===== src/rtl/exp_acc_host.sv =====
// Host-side sequencer for an iterative accelerator: queues user requests,
// launches one computation at a time, collects its result and aborts on timeout.
module exp_acc_host #(
  parameter int unsigned TIMEOUT  = 1023,
  parameter int unsigned PEND_MAX = 7,
  localparam int unsigned DW = 18,
  localparam int unsigned PW = 3,
  localparam int unsigned CW = 8
) (
  input  logic          clk_i,
  input  logic          rst_ni,
  input  logic          req_i,
  input  logic          done_i,
  input  logic          ready_i,
  input  logic [DW-1:0] q_i,
  output logic          start_o,
  output logic          read_o,
  output logic [DW-1:0] result_o,
  output logic          result_valid_o,
  output logic          busy_o,
  output logic          err_o,
  output logic [PW-1:0] pending_o,
  output logic [CW-1:0] count_o
);

  // Wide enough to hold TIMEOUT itself, never zero bits.
  localparam int unsigned WW = $clog2(TIMEOUT + 2);

  typedef enum logic [2:0] {
    S_IDLE,
    S_START,
    S_WAIT_DONE,
    S_READ,
    S_WAIT_READY
  } state_e;

  state_e        state_q, state_d;
  logic [WW-1:0] wait_q, wait_d;
  logic [PW-1:0] pending_q, pending_d;
  logic [CW-1:0] count_q, count_d;
  logic [DW-1:0] result_q, result_d;
  logic          start_q, start_d;
  logic          read_q, read_d;
  logic          rv_q, rv_d;
  logic          busy_q, busy_d;
  logic          err_q, err_d;
  logic          deq;
  logic          accept;
  logic          wait_hit;

  // Last cycle allowed in a wait state: the TIMEOUT-th cycle since entry.
  assign wait_hit = (wait_q == WW'(TIMEOUT - 1));

  // Next-state, datapath and queue bookkeeping.
  always_comb begin
    state_d  = state_q;
    wait_d   = '0;
    result_d = result_q;
    count_d  = count_q;
    err_d    = err_q;
    rv_d     = 1'b0;
    deq      = 1'b0;

    case (state_q)
      S_IDLE: begin
        if (pending_q != '0) begin
          state_d = S_START;
          deq     = 1'b1;
        end
      end
      S_START: state_d = S_WAIT_DONE;
      S_WAIT_DONE: begin
        wait_d = wait_q + WW'(1);
        if (done_i) begin
          state_d = S_READ;
        end else if (wait_hit) begin
          state_d = S_IDLE;
          err_d   = 1'b1;
        end
      end
      S_READ: state_d = S_WAIT_READY;
      S_WAIT_READY: begin
        wait_d = wait_q + WW'(1);
        if (ready_i) begin
          result_d = q_i;
          rv_d     = 1'b1;
          count_d  = count_q + CW'(1);
          state_d  = S_IDLE;
        end else if (wait_hit) begin
          state_d = S_IDLE;
          err_d   = 1'b1;
        end
      end
      default: state_d = S_IDLE;
    endcase

    // A dequeue in the same cycle frees a slot, so a full queue still accepts.
    accept    = req_i && ((pending_q < PW'(PEND_MAX)) || deq);
    pending_d = pending_q;
    if (accept && !deq) begin
      pending_d = pending_q + PW'(1);
    end else if (!accept && deq) begin
      pending_d = pending_q - PW'(1);
    end

    start_d = (state_d == S_START);
    read_d  = (state_d == S_READ) || (state_d == S_WAIT_READY);
    busy_d  = (state_d != S_IDLE);
  end

  always_ff @(posedge clk_i or negedge rst_ni) begin
    if (!rst_ni) begin
      state_q   <= S_IDLE;
      wait_q    <= '0;
      pending_q <= '0;
      count_q   <= '0;
      result_q  <= '0;
      start_q   <= 1'b0;
      read_q    <= 1'b0;
      rv_q      <= 1'b0;
      busy_q    <= 1'b0;
      err_q     <= 1'b0;
    end else begin
      state_q   <= state_d;
      wait_q    <= wait_d;
      pending_q <= pending_d;
      count_q   <= count_d;
      result_q  <= result_d;
      start_q   <= start_d;
      read_q    <= read_d;
      rv_q      <= rv_d;
      busy_q    <= busy_d;
      err_q     <= err_d;
    end
  end

  assign start_o        = start_q;
  assign read_o         = read_q;
  assign result_o       = result_q;
  assign result_valid_o = rv_q;
  assign busy_o         = busy_q;
  assign err_o          = err_q;
  assign pending_o      = pending_q;
  assign count_o        = count_q;

endmodule


===== config.mk =====
export PLATFORM = sky130hd
export DESIGN_NAME = exp_acc_host
export DESIGN_NICKNAME = d
export VERILOG_FILES = /design/src/rtl/exp_acc_host.sv
export SDC_FILE = /design/constraint.sdc
export NUM_CORES = 1
export LEC_CHECK = 0
export CAP_MARGIN = 20
export CORE_MARGIN = 10
export CORE_UTILIZATION = 47
export CTS_CLUSTER_DIAMETER = 50
export DETAILED_ROUTE_END_ITERATION = 10
export GPL_TIMING_DRIVEN = 0
export PLACE_DENSITY = 0.78
export SLEW_MARGIN = 0
export SYNTH_ARGS = -nofsm -noshare
export SYNTH_HDL_FRONTEND = slang
export SYNTH_SLANG_ARGS = --single-unit
export TNS_END_PERCENT = 30

===== constraint.sdc =====
create_clock -name clk_i -period 2.6 [get_ports clk_i]
set_input_delay 0.65 -clock clk_i [delete_from_list [all_inputs] [get_ports clk_i]]
set_output_delay 0.65 -clock clk_i [all_outputs]
set_load 0.05 [all_outputs]

Yosys cells after proc, flatten, opt, wreduce, memory -nomap -nowiden

Index checks and enable logic that the tools add are counted.
W data, S select, Z words.

Add/sub/neg operators: 4
$mul: 0
Div/mod/pow operators: 0
Order comparisons: 1
Eq/ne operators: 10
Shift-type cells: 0
Multiplexer cells: 16
Bitwise gates (word level): 0
Reductions and logical operators: 15

Operators with widths:

| operator                | number |
|---|---|
| $mux W3                 | 6 |
| $pmux W3 S5             | 1 |
| $add A11 B1 Y11 const B | 1 |
| $eq A11 B10 Y1 const B  | 1 |
| $mux W11                | 1 |
| $eq A3 B2 Y1 const B    | 3 |
| $add A8 B1 Y8 const B   | 1 |
| $mux W1                 | 7 |
| $eq A3 B1 Y1 const B    | 2 |
| $eq A3 B3 Y1 const B    | 2 |
| $reduce_bool A3 Y1      | 2 |
| $ne A2 B2 Y1 const B    | 2 |
| $reduce_bool A2 Y1      | 2 |
| $add A3 B1 Y3 const B   | 1 |
| $logic_and A1 B1 Y1     | 3 |
| $logic_not A3 Y1        | 1 |
| $lt A3 B3 Y1 const B    | 1 |
| $reduce_and A3 Y1       | 1 |
| $sub A3 B1 Y3 const B   | 1 |
| $logic_not A1 Y1        | 2 |
| $logic_or A1 B1 Y1      | 2 |
| $pmux W1 S2             | 1 |
| $reduce_and A2 Y1       | 1 |
| $reduce_or A2 Y1        | 1 |

Register bits after elaboration: 48
Bits in latches: 0
RAM bits: 0
Bits in read-only memories: 0
Input bits: 23
Output and inout port bits: 34
Word-level logic and storage cells: 56
Memories: 0

Longest topological paths before layout

Gate-level depths: netlist of the first run.

Depth in word-level cells: 9
Gate-level depth with buffers: 9
Gate-level depth less buffers: 8

Worst setup path before layout of the first run

No wires, ideal clock.

Kind: reg-to-reg
Start point: reg pending_q[0], in the netlist pending_o[0]
End point: reg pending_q[2], in the netlist pending_o[2]
Setup time: 0.082 ns
Arrival: 2.042 ns
Data required time: 2.518 ns
Setup slack: 0.476 ns
Stages on the path, launching flop included: 8
Buffers on the path: 0
Clock period less this slack: 2.124 ns
Cells stage by stage: dfrtp_1 -> o31ai_1 -> ha_1 -> inv_1 -> fa_1 -> xor2_1 -> nor2_1 -> xor2_1

Word-level cells in the longest chain between the ends: 8
Elaborated cells on any way between the ends: 15
Those cells by class: add/sub (2); order compare (1); mux (4); reduce/logical (8)

Ends and longest elaborated chain:

| item                                | line | RTL |
|---|---|---|
| start: declaration                  | 39   | `logic [PW-1:0] pending_q, pending_d;` |
| start signal: assignment            | 126  | `pending_q <= pending_d;` |
| $reduce_bool A3 Y1                  | 66   | `if (pending_q != '0) begin` |
| $mux W1                             | 66   |  |
| $mux W1                             | 64   | `case (state_q)` |
| $logic_or A1 B1 Y1                  | 98   | `accept = req_i && ((pending_q < PW'(PEND_MAX)) \|\| deq);` |
| $logic_and A1 B1 Y1                 | 98   |  |
| $logic_not A1 Y1                    | 102  | `end else if (!accept && deq) begin` |
| $logic_and A1 B1 Y1                 | 102  |  |
| $reduce_bool A2 Y1 (no source line) | n/a  |  |

Parallel ways exist; a longest one is shown, timed or not. The select of a mux whose other input is x is not followed.
A chain may end at the register's enable or synchronous reset.

Worst setup path after layout of the first run

Start point: reg pending_q[0], in the netlist pending_o[0]
End point: out pending_o[0]

RTL lines:

| item             | line | RTL |
|---|---|---|
| end: declaration | 22   | `output logic [PW-1:0] pending_o,` |

No word-level cell between the ends.

==> impl_metrics.csv, run 1 <==
group,metric,value,unit
worst_setup_path,cp_cell_sequence,"clkdlybuf4s50_1",
clock_tree,cts_root_buffer,"clkbuf_8",
worst_setup_path,worst-setup-path-type,"flop to primary output",
clock_tree,cts_tree,"yes",
placed_design,input_output_buffers,56,
synthesis,ys.warnings.count,0,
routing,routed-via-count,1412,
placed_design,place_worst_setup_slack,0.203,ns
routing,first_pass_iters,4,
synthesis,synth.ff_latch_count,48,
worst_setup_path,required,1.95,ns
power,fin_total_pwr,3.36,mW
cells_and_area,fin_nets,252,
clock_tree,clk_pin_slew_worst_paths,0.08,ns
timing,setup_violations,0,
worst_setup_path,timing.critical_path.slowest_stage_cell,"clkdlybuf4s50_1",
routing,wl_per_cell,15.0,µm
worst_setup_path,timing.reg2reg.worst_path_depth,7,
timing,worst-slew-pin-transition,0.521,ns
worst_setup_path,critical_path.max_fanout,5,
timing,layout_min_cycle_time,2.26,ns
clock_tree,postCtsResizedCells,0,
clock_tree,cts_htree_levels,2,
worst_setup_path,worst_setup_path_start_kind,"flop",
synthesis,post_synth_xor_area_fraction,0.0845,
synthesis,synth.avg_cell_area,13.0,µm²
floorplanning,dieArea,0.00747,mm²
routing,drt_wl_total,4.16,mm
global_route,antenna_violations_before_repair,0,
clock_tree,tritoncts.num_buffers,5,
synthesis,synthDistinctLibCells,36,
routing,vias_per_cell,5.10,
synthesis,syn_inst,160,
timing,grt_setup_unrepaired,"false",
global_route,grt_max_degree,37,
timing,relative_slew_margins,0.651,
clock_tree,worst_skew_pair_latency,0.30,ns
synthesis,syn-cell-area,0.00207,mm²
cells_and_area,final_core_density,0.648,
timing,fmax,0.442,GHz
cells_and_area,drive_gt1_frac,0.0889,
timing,finClkSkew,0.00628,ns
synthesis,synth.top_cells.by_area,"dfrtp_1 (58%), mux2_1 (10%), xor2_1 (5.1%)",
timing,hold_slack,0.232,ns
timing,finalHoldViolCount,0,
synthesis,synth_sequential_area_ratio,0.579,
floorplanning,die_y,86.4,µm
worst_setup_path,worst_r2r_endpoint,"pending_o[2]",
status,outcome,"finished, final reports clean",
clock_tree,post_cts_hold_buffer_count,0,
worst_setup_path,reg2reg_setup_slack,0.52,ns
job,max_cap_violations,0,
worst_setup_path,critical_path.startpoint,"pending_o[0]",
power,total_leakage_power,1.27,nW
synthesis,mappedNetlistNets,188,
worst_setup_path,crit_cells,1,
cells_and_area,number_of_antenna_diodes,0,
synthesis,post_synth_and_or_nand_nor_area_fraction,0.132,
floorplanning,row_count,24,
placed_design,placedCellCount,269,
routing,drt_drc_violations_left,0,
routing,route.antenna.remaining_nets,0,
timing,timing.setup.tns,0,ns
hold_path,hold_class,"input port to asynchronous set/reset pin",
worst_setup_path,crit_path_end_kind,"primary output",
timing,fin_crit_sh,0.869,
clock_tree,clk_path_buf_depth,2,
worst_setup_path,critical_path.n_buffers_inverters,1,
placed_design,dpl-instance-area,0.00271,mm²
synthesis,synth_compound_gate_area_share,0.0308,
synthesis,main_combinational_cell_family_by_area_after_synthesis,"simple AND/OR/NAND/NOR gates",
floorplanning,effective_utilization_at_floorplan,0.479,
worst_setup_path,timing.rr.start,"pending_o[0]",
worst_setup_path,crit_family,"buffers and inverters",
worst_setup_path,cp_slowest_stage_delay,0.85,ns
floorplanning,chipWidth,86.4,µm
power,power.density,1200,mW/mm²
synthesis,synth.area.mux_share,0.109,
floorplanning,io_pins,57,
global_route,vias_in_the_first_global_route,1435,
global_route,groute.usage.overall,0.114,
cells_and_area,post_layout_nonfiller_instances,277,
cells_and_area,layout_overhead_on_the_synthesized_area,35.2,%
power,ir_worst_vdd,0.756,mV
synthesis,post-synth-top-area-fraction,0.579,
global_route,grt_first_pass_wirelength,6.80,mm
clock_tree,clock_sinks,48,
placed_design,hpwl,3.18,mm
synthesis,post_synth_fa_ha_maj_area_fraction,0.0338,
clock_tree,postCtsSetupBuffers,0,
timing,final_ws_setup,0.340,ns
worst_setup_path,cp_data_arrival_time,1.61,ns
cells_and_area,design_area,0.00280,mm²
routing,initial_drc_count,31,
timing,drv_slew,0,
placed_design,final_replace_weighted_congestion,0.782,
synthesis,yosysTopAreaCell,"dfrtp_1",
floorplanning,core_area,0.00432,mm²
global_route,total_congestion_overflow_after_global_routing,0,
==> state kept, by name, indices dropped and copies added, names as in the netlist <==
| register | flops |
|---|---|
| result_valid_o | 1 |
| err_o | 1 |
| busy_o | 1 |
| start_o | 1 |
| count_o | 8 |
| wait_q | 11 |
| read_o | 1 |
| result_o | 18 |
| state_q | 3 |
| pending_o | 3 |
==> area by class of cell <==
type                            instances  area (µm²)
Buffer                                  7        45.0
Clock buffer                            8        90.1
Sequential cell                        48        1200
Fill cell                             358        1520
Inverter                                5        18.8
Tap cell                               52        65.1
Timing Repair Buffer                   57         576
Multi-Input combinational cell        100         808
==> power breakdown <==
| part | internal, mW | total (mW) | switching, mW |
|---|---|---|---|
| sequential | 0.989 | 1.15 | 0.159 |
| clock | 0.217 | 0.450 | 0.233 |
| combinational | 0.649 | 1.77 | 1.12 |
| total | 1.86 | 3.36 | 1.51 |
==> worst reg2reg max path, stage by stage (launching register included) <==
cell and delay [ns]:
dfrtp_1 0.46, o31ai_1 0.40, ha_1 0.26, inv_1 0.07
fa_1 0.37, xor2_1 0.15, nor2_1 0.12, xor2_1 0.18
==> cell usage after synthesis <==
cell type / instances
clkbuf_1: 1
nand2b_1: 1
or3b_1: 1
o21a_2: 1
inv_1: 5
nor3_1: 2
mux2_1: 19
nor2b_1: 3
dfrtp_1: 48
o21a_1: 1
and4_1: 2
fa_1: 1
xnor2_1: 8
nand2_4: 1
and4_4: 1
and3b_1: 1
nand4_1: 5
a31o_1: 1
ha_1: 4
nor4_1: 1
and4bb_1: 1
nand2_1: 4
and3_1: 2
buf_6: 1
nand3b_1: 1
and3_2: 1
nor2_1: 13
o21bai_1: 1
buf_4: 2
buf_2: 3
a221oi_2: 1
o31ai_1: 1
mux2_2: 1
nand3_1: 8
o2bb2ai_1: 1
xor2_1: 12
==> layer usage <==
layer	track usage	part of all wire	routed length [µm]
met2	0.191	0.52	2140
met4	0.0442	0.013	52
met1	0.125	0.40	1680
met5	0	0	0
met3	0.0469	0.067	278
==> placed cells by master, fill, tap and decap left out, drive strengths merged <==
cell type	instances
mux2	20
dfrtp	48
nor3	2
nor2b	3
xor2	12
and4bb	1
fa	1
nand2	5
and4	3
o31ai	1
nor4	1
and3b	1
o21a	2
ha	4
o2bb2ai	1
o21bai	1
buf	8
nand3	8
nand4	5
inv	5
xnor2	8
clkdlybuf4s50	55
or3b	1
nor2	13
nand2b	1
and3	3
clkbuf	9
nand3b	1
a31o	1
a221oi	1
==> cell families (layout without fill, tap and decap cells) <==
family                     Yosys count  after routing
adders and majority gates            5              5
xor gates and xnor gates            20             20
AOI/OAI and AO/OA                    7              7
buffers and inverters               12             77
DFF                                 48             48
and+or+nand+nor                     48             48
muxes                               20             20
==> how the worst max path moves through the flow <==
stage	to	slack (ns)
CTS	pending_o[0]	0.32
floorplan	pending_o[2]	0.48
global route	pending_o[0]	0.28
detailed placement	pending_o[2]	0.20
finish	pending_o[0]	0.34
global placement	pending_o[2]	-0.46
(Power assumes the default switching activity.)
==> run 2, diff against run 1 <==
--- a/config.mk
+++ b/config.mk
@@ -5,13 +5,12 @@
 export SDC_FILE = /design/constraint.sdc
 export NUM_CORES = 1
 export LEC_CHECK = 0
-export CAP_MARGIN = 20
 export CORE_MARGIN = 10
 export CORE_UTILIZATION = 47
 export CTS_CLUSTER_DIAMETER = 50
 export DETAILED_ROUTE_END_ITERATION = 10
 export GPL_TIMING_DRIVEN = 0
-export PLACE_DENSITY = 0.78
+export PLACE_DENSITY = 0.89
 export SLEW_MARGIN = 0
 export SYNTH_ARGS = -nofsm -noshare
 export SYNTH_HDL_FRONTEND = slang
==> run 2 against run 1 <==
Sequential power about the same. Fmax down 0.18%. Register-to-register slack better by 0.03 ns. Utilization unchanged. Critical path depth unchanged. First-iteration DRC count down 52%. Global-route usage up 0.52 points. Count of clock-buffer cells in the layout unchanged. Die area unchanged. Sequential share of layout area unchanged. Clock skew down 0.0026 ns. Critical path type unchanged. Largest cell class unchanged.
==> impl_metrics.csv, run 2 (synthesis gave the netlist of run 1 again) <==
group,metric,value,unit
power,fin_total_pwr,3.38,mW
worst_setup_path,critical_path.n_buffers_inverters,1,
clock_tree,worst_skew_pair_latency,0.29,ns
power,power_frac_comb,0.528,
timing,fmax,0.442,GHz
floorplanning,io_pins,57,
cells_and_area,mostFrequentLayoutCell,"clkdlybuf4s50_1",
floorplanning,dieArea,0.00747,mm²
placed_design,hpwl,3.21,mm
clock_tree,post_cts_hold_buffer_count,0,
worst_setup_path,crit_family,"buffers and inverters",
clock_tree,cts_htree_levels,2,
timing,timing.setup.tns,0,ns
placed_design,placedCellCount,269,
power,power.share.clock,0.132,
cells_and_area,layout.cells.most_common_list,"clkdlybuf4s50_1 (55), dfrtp_1 (48), mux2_1 (19)",
global_route,vias_in_the_first_global_route,1521,
cells_and_area,post_layout_nonfiller_instances,277,
floorplanning,core_area,0.00432,mm²
timing,finalHoldViolCount,0,
hold_path,hold_class,"input port to asynchronous set/reset pin",
clock_tree,postCtsResizedCells,0,
power,power.density,1210,mW/mm²
placed_design,dpl-instance-area,0.00271,mm²
timing,layout_min_cycle_time,2.26,ns
routing,wl_per_cell,15.3,µm
routing,routed_length_on_met1,1.83,mm
worst_setup_path,worst_setup_path_start_kind,"flop",
cells_and_area,layout_overhead_on_the_synthesized_area,35.2,%
global_route,grt_first_pass_wirelength,7.13,mm
clock_tree,postCtsSetupBuffers,0,
clock_tree,clk_pin_slew_worst_paths,0.08,ns
power,total_leakage_power,1.27,nW
floorplanning,effective_utilization_at_floorplan,0.479,
power,design_internal_power,1.86,mW
routing,drt_wl_total,4.25,mm
routing,initial_drc_count,15,
timing,finClkSkew,0.00366,ns
worst_setup_path,critical_path.max_fanout,5,
timing,drv_slew,0,
job,max_cap_violations,0,
routing,first_pass_iters,4,
clock_tree,clock_sinks,48,
placed_design,input_output_buffers,56,
timing,hold_slack,0.242,ns
timing,fin_crit_sh,0.871,
cells_and_area,largest_reg_flops,18,
global_route,grt_max_degree,37,
power,ir_worst_vdd,0.760,mV
global_route,total_congestion_overflow_after_global_routing,0,
cells_and_area,design_area,0.00280,mm²
cells_and_area,fin_nets,252,
worst_setup_path,cp_slowest_stage_delay,0.85,ns
global_route,antenna_violations_before_repair,0,
routing,wl_met2,2.08,mm
timing,setup_violations,0,
clock_tree,tritoncts.num_buffers,5,
timing,worst-slew-pin-transition,0.524,ns
worst_setup_path,timing.critical_path.slowest_stage_cell,"clkdlybuf4s50_1",
worst_setup_path,cp_cell_sequence,"clkdlybuf4s50_1",
routing,vias_per_cell,5.11,
routing,route.antenna.remaining_nets,0,
routing,routed-via-count,1415,
worst_setup_path,cp_data_arrival_time,1.61,ns
global_route,groute.usage.overall,0.119,
power,seq_power_share,0.340,
cells_and_area,drive_gt1_frac,0.0889,
cells_and_area,number_of_antenna_diodes,0,
floorplanning,chipWidth,86.4,µm
routing,route.top_layer_used,"met4",
worst_setup_path,worst-setup-path-type,"flop to primary output",
floorplanning,die_y,86.4,µm
floorplanning,row_count,24,
cells_and_area,n_fill_cell,349,
timing,grt_setup_unrepaired,"false",
clock_tree,cts_root_buffer,"clkbuf_8",
placed_design,final_replace_weighted_congestion,0.763,
routing,routed_length_on_met3,281,µm
worst_setup_path,required,1.95,ns
power,power.share.switching,0.450,
power,netSwitchingPower,1.52,mW
status,outcome,"finished, final reports clean",
clock_tree,clk_path_buf_depth,2,
worst_setup_path,crit_path_end_kind,"primary output",
routing,drt_drc_violations_left,0,
timing,relative_slew_margins,0.649,
clock_tree,cts_tree,"yes",
## run 2: metrics by stage
step,utilization,setup slack [ns]
global route,0.648,0.260
finish,0.648,0.336
floorplan,-,0.476
detailed placement,0.628,0.265
CTS,0.648,0.329
global placement,0.624,-0.429
## run 2: routing by layer
| metal | track usage | up-vias |
|---|---|---|
| li1 | - | 671 |
| met1 | 0.136 | 697 |
| met2 | 0.195 | 39 |
| met3 | 0.0497 | 8 |
| met4 | 0.0398 | 0 |
| met5 | 0 | - |
## run 2: final timing paths
path	startpoint	end	slack, ns	cells past startpoint
worst max-delay path	pending_o[0]	pending_o[0]	0.34	1
worst min-delay path	rst_ni	result_o[3]	0.24	1
worst max register to register	pending_o[0]	pending_o[2]	0.55	7
worst min register to register	count_o[7]	count_o[7]	0.47	1
max in group asynchronous	rst_ni	busy_o	1.88	2
min in group clk_i	count_o[7]	count_o[7]	0.47	1
## run 2: area by class of cell
type	count	area, µm²	share of cell area
clock buffers	8	90.1	0.0321
inverters	5	18.8	0.00669
well taps	52	65.1	0.0232
flip-flops and latches	48	1200	0.428
repair buffers	57	576	0.205
plain buffers	7	45.0	0.0161
multi-input cells	100	808	0.288
## run 2: power by group through the flow
stage / combinational, mW / clock, mW / sequential [mW]
2_1_floorplan: 0.478 / 0 / 1.87
3_3_place_gp: 1.76 / 0 / 1.15
3_5_place_dp: 1.80 / 0 / 1.17
4_1_cts: 1.81 / 0.465 / 1.15
5_1_grt: 1.89 / 0.511 / 1.18
6_report: 1.78 / 0.448 / 1.15
==> run 3, diff against run 2 <==
--- a/config.mk
+++ b/config.mk
@@ -5,6 +5,7 @@
 export SDC_FILE = /design/constraint.sdc
 export NUM_CORES = 1
 export LEC_CHECK = 0
+export CAP_MARGIN = 20
 export CORE_MARGIN = 10
 export CORE_UTILIZATION = 47
 export CTS_CLUSTER_DIAMETER = 50
==> results of run 3 <==
No change in the layout: final DEF, timing and power equal those of run 2.
